[src/rtl/serial_bus_arbiter_if.sv]
// ---------------------------------------------------------------------------
// serial_bus_arbiter_if
// Purpose : bundles the per-master serial request lines, the shared slave bus
//           and the arbiter status outputs between NM masters and one slave.
// Ports   : NM parameter sets the master count.
//   req/m_*            per-master request and serial bus lines (NM bits each)
//   s_*                muxed lines toward the slave
//   s_ready/s_valid_out/s_data_out/s_hold  slave returns
//   m_ready/m_rvalid/m_rdata               returns gated to the owner
//   grant/owner/bus_busy/timeout_err       arbitration status
// Modports: slave  = arbiter side (serves the masters, drives the slave bus)
//           master = environment side (masters plus the bit-serial slave)
// ---------------------------------------------------------------------------
interface serial_bus_arbiter_if #(
    parameter int unsigned NM = 3
);
    localparam int unsigned OW = (NM > 1) ? $clog2(NM) : 1;

    logic [NM-1:0] req;
    logic [NM-1:0] m_valid;
    logic [NM-1:0] m_wren;
    logic [NM-1:0] m_addr;
    logic [NM-1:0] m_data;
    logic [NM-1:0] m_burst;

    logic          s_valid;
    logic          s_wren;
    logic          s_addr;
    logic          s_data;
    logic          s_burst;

    logic          s_ready;
    logic          s_valid_out;
    logic          s_data_out;
    logic          s_hold;

    logic [NM-1:0] m_ready;
    logic [NM-1:0] m_rvalid;
    logic [NM-1:0] m_rdata;

    logic [NM-1:0] grant;
    logic [OW-1:0] owner;
    logic          bus_busy;
    logic          timeout_err;

    modport slave (
        input  req, m_valid, m_wren, m_addr, m_data, m_burst,
        input  s_ready, s_valid_out, s_data_out, s_hold,
        output s_valid, s_wren, s_addr, s_data, s_burst,
        output m_ready, m_rvalid, m_rdata,
        output grant, owner, bus_busy, timeout_err
    );

    modport master (
        output req, m_valid, m_wren, m_addr, m_data, m_burst,
        output s_ready, s_valid_out, s_data_out, s_hold,
        input  s_valid, s_wren, s_addr, s_data, s_burst,
        input  m_ready, m_rvalid, m_rdata,
        input  grant, owner, bus_busy, timeout_err
    );
endinterface

[src/rtl/serial_bus_arbiter.sv]
// ---------------------------------------------------------------------------
// serial_bus_arbiter
// Purpose : round-robin arbiter sharing one bit-serial slave among NM masters,
//           with a per-grant timeout that ignores slave hold cycles.
// Ports   :
//   clk    system clock, rising edge
//   reset  asynchronous active-high reset
//   bus    serial_bus_arbiter_if.slave (requests, muxed bus, returns, status)
// ---------------------------------------------------------------------------
module serial_bus_arbiter #(
    parameter int unsigned NM      = 3,
    parameter int unsigned TIMEOUT = 1024
) (
    input  logic                 clk,
    input  logic                 reset,
    serial_bus_arbiter_if.slave  bus
);
    localparam int unsigned OW = (NM > 1) ? $clog2(NM) : 1;
    localparam int unsigned TW = $clog2(TIMEOUT) + 1;
    localparam logic [TW-1:0] TLAST = TW'(TIMEOUT - 1);
    localparam logic [OW-1:0] OLAST = OW'(NM - 1);

    typedef enum logic [1:0] {
        IDLE = 2'd0,
        BUSY = 2'd1,
        TURN = 2'd2
    } state_t;

    state_t        state;
    logic [NM-1:0] grant_q;
    logic [OW-1:0] owner_q;
    logic [OW-1:0] ptr;
    logic [TW-1:0] timer;
    logic          busy_q;
    logic          terr_q;
    logic [OW-1:0] win;

    // First requester found scanning from ptr upward, wrapping at NM.
    function automatic logic [OW-1:0] rr_pick(input logic [NM-1:0] r,
                                              input logic [OW-1:0] p);
        logic [OW-1:0] w;
        logic [OW-1:0] k;
        logic          found;
        w     = p;
        found = 1'b0;
        for (int unsigned i = 0; i < NM; i++) begin
            k = OW'((32'(p) + i) % NM);
            if (!found && r[k]) begin
                w     = k;
                found = 1'b1;
            end
        end
        return w;
    endfunction

    assign win = rr_pick(bus.req, ptr);

    // Arbitration FSM with registered grant/owner/status.
    always_ff @(posedge clk or posedge reset) begin
        if (reset) begin
            state   <= IDLE;
            grant_q <= '0;
            owner_q <= '0;
            ptr     <= '0;
            timer   <= '0;
            busy_q  <= 1'b0;
            terr_q  <= 1'b0;
        end else begin
            terr_q <= 1'b0;
            case (state)
                IDLE: begin
                    if (|bus.req) begin
                        grant_q <= NM'(1) << win;
                        owner_q <= win;
                        timer   <= '0;
                        busy_q  <= 1'b1;
                        state   <= BUSY;
                    end
                end
                BUSY: begin
                    // A dropped request wins over a coincident timeout.
                    if (!bus.req[owner_q] || (!bus.s_hold && timer == TLAST)) begin
                        grant_q <= '0;
                        busy_q  <= 1'b0;
                        ptr     <= (owner_q == OLAST) ? '0 : owner_q + OW'(1);
                        terr_q  <= bus.req[owner_q];
                        state   <= TURN;
                    end else if (!bus.s_hold) begin
                        timer <= timer + TW'(1);
                    end
                end
                TURN: begin
                    state <= IDLE;
                end
                default: begin
                    state   <= IDLE;
                    grant_q <= '0;
                    busy_q  <= 1'b0;
                end
            endcase
        end
    end

    // Grant is one-hot or zero, so AND-OR reduction is the owner mux.
    assign bus.s_valid  = |(grant_q & bus.m_valid);
    assign bus.s_wren   = |(grant_q & bus.m_wren);
    assign bus.s_addr   = |(grant_q & bus.m_addr);
    assign bus.s_data   = |(grant_q & bus.m_data);
    assign bus.s_burst  = |(grant_q & bus.m_burst);

    assign bus.m_ready  = grant_q & {NM{bus.s_ready}};
    assign bus.m_rvalid = grant_q & {NM{bus.s_valid_out}};
    assign bus.m_rdata  = grant_q & {NM{bus.s_data_out}};

    assign bus.grant       = grant_q;
    assign bus.owner       = owner_q;
    assign bus.bus_busy    = busy_q;
    assign bus.timeout_err = terr_q;
endmodule

[src/flat_wrapper.sv]
// flat-port wrapper written by rule: the top's interface ports become plain ports
module serial_bus_arbiter_flat 
#(
    parameter int unsigned NM      = 3,
    parameter int unsigned TIMEOUT = 1024
)
  (clk, reset, bus_req, bus_m_valid, bus_m_wren, bus_m_addr, bus_m_data, bus_m_burst, bus_s_ready, bus_s_valid_out, bus_s_data_out, bus_s_hold, bus_s_valid, bus_s_wren, bus_s_addr, bus_s_data, bus_s_burst, bus_m_ready, bus_m_rvalid, bus_m_rdata, bus_grant, bus_owner, bus_bus_busy, bus_timeout_err);
  serial_bus_arbiter_if #(.NM(NM)) bus_i ();
  input  logic clk;
  input  logic reset;
  input wire logic [$bits(bus_i.req)-1:0] bus_req;
  input wire logic [$bits(bus_i.m_valid)-1:0] bus_m_valid;
  input wire logic [$bits(bus_i.m_wren)-1:0] bus_m_wren;
  input wire logic [$bits(bus_i.m_addr)-1:0] bus_m_addr;
  input wire logic [$bits(bus_i.m_data)-1:0] bus_m_data;
  input wire logic [$bits(bus_i.m_burst)-1:0] bus_m_burst;
  input wire logic [$bits(bus_i.s_ready)-1:0] bus_s_ready;
  input wire logic [$bits(bus_i.s_valid_out)-1:0] bus_s_valid_out;
  input wire logic [$bits(bus_i.s_data_out)-1:0] bus_s_data_out;
  input wire logic [$bits(bus_i.s_hold)-1:0] bus_s_hold;
  output wire logic [$bits(bus_i.s_valid)-1:0] bus_s_valid;
  output wire logic [$bits(bus_i.s_wren)-1:0] bus_s_wren;
  output wire logic [$bits(bus_i.s_addr)-1:0] bus_s_addr;
  output wire logic [$bits(bus_i.s_data)-1:0] bus_s_data;
  output wire logic [$bits(bus_i.s_burst)-1:0] bus_s_burst;
  output wire logic [$bits(bus_i.m_ready)-1:0] bus_m_ready;
  output wire logic [$bits(bus_i.m_rvalid)-1:0] bus_m_rvalid;
  output wire logic [$bits(bus_i.m_rdata)-1:0] bus_m_rdata;
  output wire logic [$bits(bus_i.grant)-1:0] bus_grant;
  output wire logic [$bits(bus_i.owner)-1:0] bus_owner;
  output wire logic [$bits(bus_i.bus_busy)-1:0] bus_bus_busy;
  output wire logic [$bits(bus_i.timeout_err)-1:0] bus_timeout_err;
  assign bus_i.req = bus_req;
  assign bus_i.m_valid = bus_m_valid;
  assign bus_i.m_wren = bus_m_wren;
  assign bus_i.m_addr = bus_m_addr;
  assign bus_i.m_data = bus_m_data;
  assign bus_i.m_burst = bus_m_burst;
  assign bus_i.s_ready = bus_s_ready;
  assign bus_i.s_valid_out = bus_s_valid_out;
  assign bus_i.s_data_out = bus_s_data_out;
  assign bus_i.s_hold = bus_s_hold;
  assign bus_s_valid = bus_i.s_valid;
  assign bus_s_wren = bus_i.s_wren;
  assign bus_s_addr = bus_i.s_addr;
  assign bus_s_data = bus_i.s_data;
  assign bus_s_burst = bus_i.s_burst;
  assign bus_m_ready = bus_i.m_ready;
  assign bus_m_rvalid = bus_i.m_rvalid;
  assign bus_m_rdata = bus_i.m_rdata;
  assign bus_grant = bus_i.grant;
  assign bus_owner = bus_i.owner;
  assign bus_bus_busy = bus_i.bus_busy;
  assign bus_timeout_err = bus_i.timeout_err;
  serial_bus_arbiter #(.NM(NM), .TIMEOUT(TIMEOUT)) u_core (.clk(clk), .reset(reset), .bus(bus_i));
endmodule
[config.mk]
export PLATFORM = sky130hd
export DESIGN_NAME = serial_bus_arbiter_flat
export DESIGN_NICKNAME = d
export VERILOG_FILES = /design/src/rtl/serial_bus_arbiter_if.sv /design/src/rtl/serial_bus_arbiter.sv /design/src/flat_wrapper.sv
export SDC_FILE = /design/constraint.sdc
export NUM_CORES = 1
export LEC_CHECK = 0
export CORE_UTILIZATION = 45
export DETAILED_ROUTE_END_ITERATION = 8
export PLACE_DENSITY = 0.79
export SETUP_SLACK_MARGIN = 0.02
export SKIP_LAST_GASP = 1
export SLEW_MARGIN = 15
export SYNTH_ARGS = -nofsm -noshare
export SYNTH_HDL_FRONTEND = slang
export SYNTH_SLANG_ARGS = --single-unit
[constraint.sdc]
create_clock -name clk -period 5.9 [get_ports clk]
set_clock_uncertainty 0.05 [all_clocks]
set_input_delay 1.77 -clock clk [delete_from_list [all_inputs] [get_ports clk]]
set_output_delay 1.77 -clock clk [all_outputs]
set_load 0.03 [all_outputs]
## Yosys cells after proc, flatten, opt, wreduce, memory -nomap -nowiden

Cells that the tools add are included.

- Output and inout port bits: 21
- Input bits: 24
- Flip-flop bits (word level): 22
- Logic and storage cells: 86

- Shift operators: 1
- Div/mod/pow operators: 3
- Reductions and logical operators: 21
- Equal/unequal tests: 8
- Mux-type cells: 29
- Bitwise operators: 9
- Order comparisons: 4
- $add $sub $neg: 4

Operators with widths:

| cell | number |
|---|---|
| $mod 32x2->32 const B | 2 |
| $mux 11 | 3 |
| $mod 2x2->32 const B | 1 |
| $and 3x3->3 | 8 |
| $pmux 11 s2 | 1 |
| $reduce_or 3->1 | 6 |
| $lt 2x3->1 const B | 4 |
| $mux 2 | 6 |
| $add 11x1->11 const B | 1 |
| $eq 11x10->1 const B | 1 |
| $mux 1 | 10 |
| $pmux 3 s3 | 1 |
| $bmux 1 s2 | 4 |
| $mux 3 | 2 |
| $reduce_and 2->1 | 3 |
| $eq 2x2->1 const B | 2 |
| $logic_not 1->1 | 4 |
| $ne 2x1->1 const B | 2 |
| $ne 2x2->1 const B | 2 |
| $pmux 2 s2 | 1 |
| $reduce_and 4->1 | 1 |
| $add 2x1->3 const B | 1 |
| $add 2x2->3 const B | 1 |
| $logic_and 1x1->1 | 3 |
| other kinds (9) | 9 |

## Depth between registers and ports, before layout

- Word-level depth: 13
- Depth in mapped cells: 8
- Mapped depth without buffers: 7

## Worst setup path before layout

Ideal clock, no wire load.

- Path type: in2out
- Start: in bus_m_addr[0]
- End: out bus_s_addr
- Slack: 1.814 ns
- Data required time: 4.080 ns
- Data arrival time: 2.266 ns
- Stages on the path: 2
- Cells stage by stage: a222oi_1 -> inv_1

- Cells in the longest elaborated chain, start to end: 2

Ends and longest elaborated chain:

| item | RTL line | text |
|---|---|---|
| from (decl) | flat_wrapper.sv:14 | `input wire logic [$bits(bus_i.m_addr)-1:0] bus_m_addr;` |
| $and 3x3->3 | serial_bus_arbiter.sv:107 | `assign bus.s_addr = \|(grant_q & bus.m_addr);` |
| $reduce_or 3->1 | serial_bus_arbiter.sv:107 |  |
| to (decl) | flat_wrapper.sv:23 | `output wire logic [$bits(bus_i.s_addr)-1:0] bus_s_addr;` |

Every way passes these cells.

## Worst setup path in the final report

- Start: in bus_m_burst[0]
- End: out bus_s_burst

- Cells in the longest elaborated chain, start to end: 2

Ends and longest elaborated chain:

| item | RTL line | text |
|---|---|---|
| from (decl) | flat_wrapper.sv:16 | `input wire logic [$bits(bus_i.m_burst)-1:0] bus_m_burst;` |
| $and 3x3->3 | serial_bus_arbiter.sv:109 | `assign bus.s_burst = \|(grant_q & bus.m_burst);` |
| $reduce_or 3->1 | serial_bus_arbiter.sv:109 |  |
| to (decl) | flat_wrapper.sv:25 | `output wire logic [$bits(bus_i.s_burst)-1:0] bus_s_burst;` |

Every way passes these cells.

==> run metrics <==
Initial Utilization=0.479; clock buffer depth=2; Max Fclk=0.199 GHz; routed via count=1429; slowest cell delay on critical path=0.61 ns; number of buffers added on ports=44; sequential fraction of the synthesis area=0.370; total global routing overflow=0; final hold slack=0.448 ns; detailed-placement wirelength estimate=2750 µm; flop and latch count out of synthesis=22; Num Clock Sinks=22; CP max stage cell=sky130_fd_sc_hd__clkdlybuf4s50_1; number of buffers added by the clock tree synthesis step=3; normalized max-slew margin=0.459; setup_tns=0 ns; wire length reported by the detailed router=3580 µm; synthesized area=1490 µm²; Lkg Pwr=0.801 nW; cell area power density=401 nW/µm²; DR pass1 iterations=4; source-to-sink clock delay at the later pin of the worst-skew pair=0.30 ns; Critical R2R Launch=u_core.timer[0]; worst path arrival time=3.20 ns; Total Nets Final=230; Worst R2R End=u_core.timer[9]; crit-path max FO=1; max-slew violations=0; number of placed I/O pins=45; share of the core filled with cells in the final layout=0.630; Yosys warnings=0; level count of the clock H-tree=1; Mean Syn Cell Area=9.06 µm²; floorplan die area=3540 µm²; ant diodes=0; cell count after synthesis=164; largest net degree at the start of global routing=23; maxcap violations=0; FF/Latch Area=551 µm²; number of instances in the placed design=241; actual transition at the worst max-transition pin=0.810 ns; Final Cycle Share=0.851; combined area of the multi-input logic cells=850 µm²; flop2flop setup slack=3.55 ns; cell type with the largest total area after synthesis=sky130_fd_sc_hd__dfrtp_1; TritonCTS clock tree=built; post-synthesis async set-or-reset flop share=1.00; Area Growth Syn to Fin=31.6%; Chip Width=59.5 µm; final estimated routing congestion in global placement=0.860; clock period minus worst slack=5.02 ns; path depth of the worst reg2reg path=6; global-route total usage across every layer=0.229; WL/cell=14.7 µm; share of final-layout standard cells stronger than drive strength 1=0.0450; Synth area leaders=sky130_fd_sc_hd__dfrtp_1, sky130_fd_sc_hd__mux2i_1, sky130_fd_sc_hd__and2_1; share of Yosys cell area claimed by the top area cell type=0.370; layout filler cell count=294; core region area=3100 µm²; status=finished clean; DRC=0; worst vdd rail ir drop=0.225 mV; count of flip-flops with a built-in enable after synthesis=0; number of gates resized after cts=0; Worst Hold Launch=u_core.timer[4]; data required time at the worst endpoint=4.08 ns; count of hold buffers inserted by post-cts repair=0; post-CTS setup buffers=0; count of different cell masters after synthesis=40; non-filler cells, final=244; root buffer selected by CTS=sky130_fd_sc_hd__clkbuf_4; number of DRC markers in iteration 0=94; Worst Setup Path Type=primary input to output pin; Post-DRT Antenna Nets=0; final hold viol count=0; Rows=20; global-route wire length before repair=6020 µm; vias in the first global route=1336; Top FF cell, synth=sky130_fd_sc_hd__dfrtp_1; die span in y=59.5 µm; series of cell instances along the critical path=clkdlybuf4s50_1 -> a222oi_1 -> inv_1 -> clkdlybuf4s50_1; kind of capture point of the worst setup path=output pin; clock-pin slew of the registers on the worst-case setup and hold paths=0.11 ns; Worst Hold Endpoint=u_core.timer[4]; net count of the mapped netlist=192; sort of element at the start of the critical path=primary input; worst hold path cell count=1; Hold Path Class=register to register; number of antenna violations at the first check in global routing=0; critical path's most frequent cell=sky130_fd_sc_hd__clkdlybuf4s50_1; endpoints failing setup=0; unrepaired setup endpoints after global routing=false; Vias/cell=5.86
==> how the worst max path moves through the flow <==
stage / start / end / slack, ns / cells after the start
global route: bus_m_burst[0] / bus_s_burst / 0.80 / 4
finish: bus_m_burst[0] / bus_s_burst / 0.88 / 4
global placement: bus_m_wren[0] / bus_s_wren / 0.90 / 4
CTS: bus_m_burst[0] / bus_s_burst / 0.86 / 4
floorplan: bus_m_addr[0] / bus_s_addr / 1.81 / 2
detailed placement: bus_m_burst[0] / bus_s_burst / 0.87 / 4
==> kinds of logic (layout without fill, tap and decap cells) <==
| logic type | after synthesis | after routing | synth area share |
|---|---|---|---|
| simple gates | 67 | 67 | 0.267 |
| flops | 22 | 22 | 0.370 |
| fa+ha+maj | 4 | 4 | 0.0337 |
| buf+inv | 21 | 57 | 0.0581 |
| mux | 10 | 10 | 0.0690 |
| compound gates | 40 | 40 | 0.202 |
==> flip-flops by register name, summed over array words and instances, names as in the netlist <==
| signal | count |
|---|---|
| u_core.bus.timeout_err | 1 |
| u_core.state | 2 |
| u_core.ptr | 2 |
| u_core.bus.bus_busy | 1 |
| u_core.bus.grant | 3 |
| u_core.timer | 11 |
| u_core.bus.owner | 2 |
==> cells in the final DEF (no fill, tap or decap), drive strengths merged, types with 2 or more instances in the layout <==
cell type / instances
a21oi: 5
a222oi: 5
a22o: 2
and2: 10
clkbuf: 3
clkdlybuf4s50: 44
dfrtp: 22
ha: 4
inv: 10
mux2: 2
mux2i: 8
nand2: 12
nand2b: 2
nand3: 8
nand4: 3
nand4bb: 2
nor2: 6
nor2b: 4
nor3: 3
nor4: 2
nor4b: 2
o211ai: 3
o21a: 4
o21ai: 7
o31ai: 7
or3: 2
or4: 5
==> metal layers <==
| layer | track usage | share of wire | up-vias | wire length, µm |
|---|---|---|---|---|
| met5 | 0 | 0 | - | 0 |
| met4 | 0.0782 | 0.014 | 0 | 51 |
| met3 | 0.0546 | 0.093 | 6 | 332 |
| met2 | 0.396 | 0.46 | 63 | 1660 |
| met1 | 0.275 | 0.43 | 676 | 1540 |
| li1 | - | - | 684 | - |
==> synthesized netlist by cell type (2+ instances only) <==
| cell | instances |
|---|---|
| sky130_fd_sc_hd__ha_1 | 4 |
| sky130_fd_sc_hd__o31ai_1 | 7 |
| sky130_fd_sc_hd__a21oi_1 | 5 |
| sky130_fd_sc_hd__o21a_1 | 4 |
| sky130_fd_sc_hd__nand4_1 | 3 |
| sky130_fd_sc_hd__mux2i_1 | 8 |
| sky130_fd_sc_hd__clkbuf_1 | 9 |
| sky130_fd_sc_hd__mux2_2 | 2 |
| sky130_fd_sc_hd__nor2b_1 | 4 |
| sky130_fd_sc_hd__nand4bb_1 | 2 |
| sky130_fd_sc_hd__nand2b_1 | 2 |
| sky130_fd_sc_hd__nand3_1 | 8 |
| sky130_fd_sc_hd__a222oi_1 | 5 |
| sky130_fd_sc_hd__nand2_1 | 12 |
| sky130_fd_sc_hd__or3_1 | 2 |
| sky130_fd_sc_hd__buf_4 | 2 |
| sky130_fd_sc_hd__o211ai_1 | 3 |
| sky130_fd_sc_hd__o21ai_0 | 7 |
| sky130_fd_sc_hd__a22o_1 | 2 |
| sky130_fd_sc_hd__nor2_1 | 6 |
| sky130_fd_sc_hd__nor4_1 | 2 |
| sky130_fd_sc_hd__nor4b_1 | 2 |
| sky130_fd_sc_hd__or4_1 | 5 |
| sky130_fd_sc_hd__dfrtp_1 | 22 |
| sky130_fd_sc_hd__and2_1 | 10 |
| sky130_fd_sc_hd__inv_1 | 10 |
| sky130_fd_sc_hd__nor3_1 | 3 |
==> worst max-delay path: cells and delay by family <==
family	cells	cell delay (ns)
AOI/OAI and AO/OA	1	0.33
buffers and inverters	3	1.11
==> power breakdown <==
part	switching (mW)	leakage, nW	internal [mW]	total, mW
Combinational	0.271	0.495	0.216	0.487
Sequential	0.0478	0.292	0.183	0.231
Clock	0.0414	0.0138	0.0238	0.0652
Total	0.360	0.801	0.424	0.783
==> layout make-up <==
type | count | area share
clock buffer | 3 | 0.0115
tap | 44 | 0.0282
sequential | 22 | 0.282
multi-input combinational | 121 | 0.434
inverter | 10 | 0.0192
timing repair buffer | 44 | 0.225
==> per-stage QoR <==
stage	power (mW)	cell area (µm²)	setup slack, ns
global route	0.842	1960	0.800
floorplan	0.564	1490	1.81
global placement	0.702	1930	0.903
detailed placement	0.722	1930	0.866
finish	0.783	1960	0.880
CTS	0.789	1960	0.861
No activity file was read; power rests on OpenSTA's default activity.
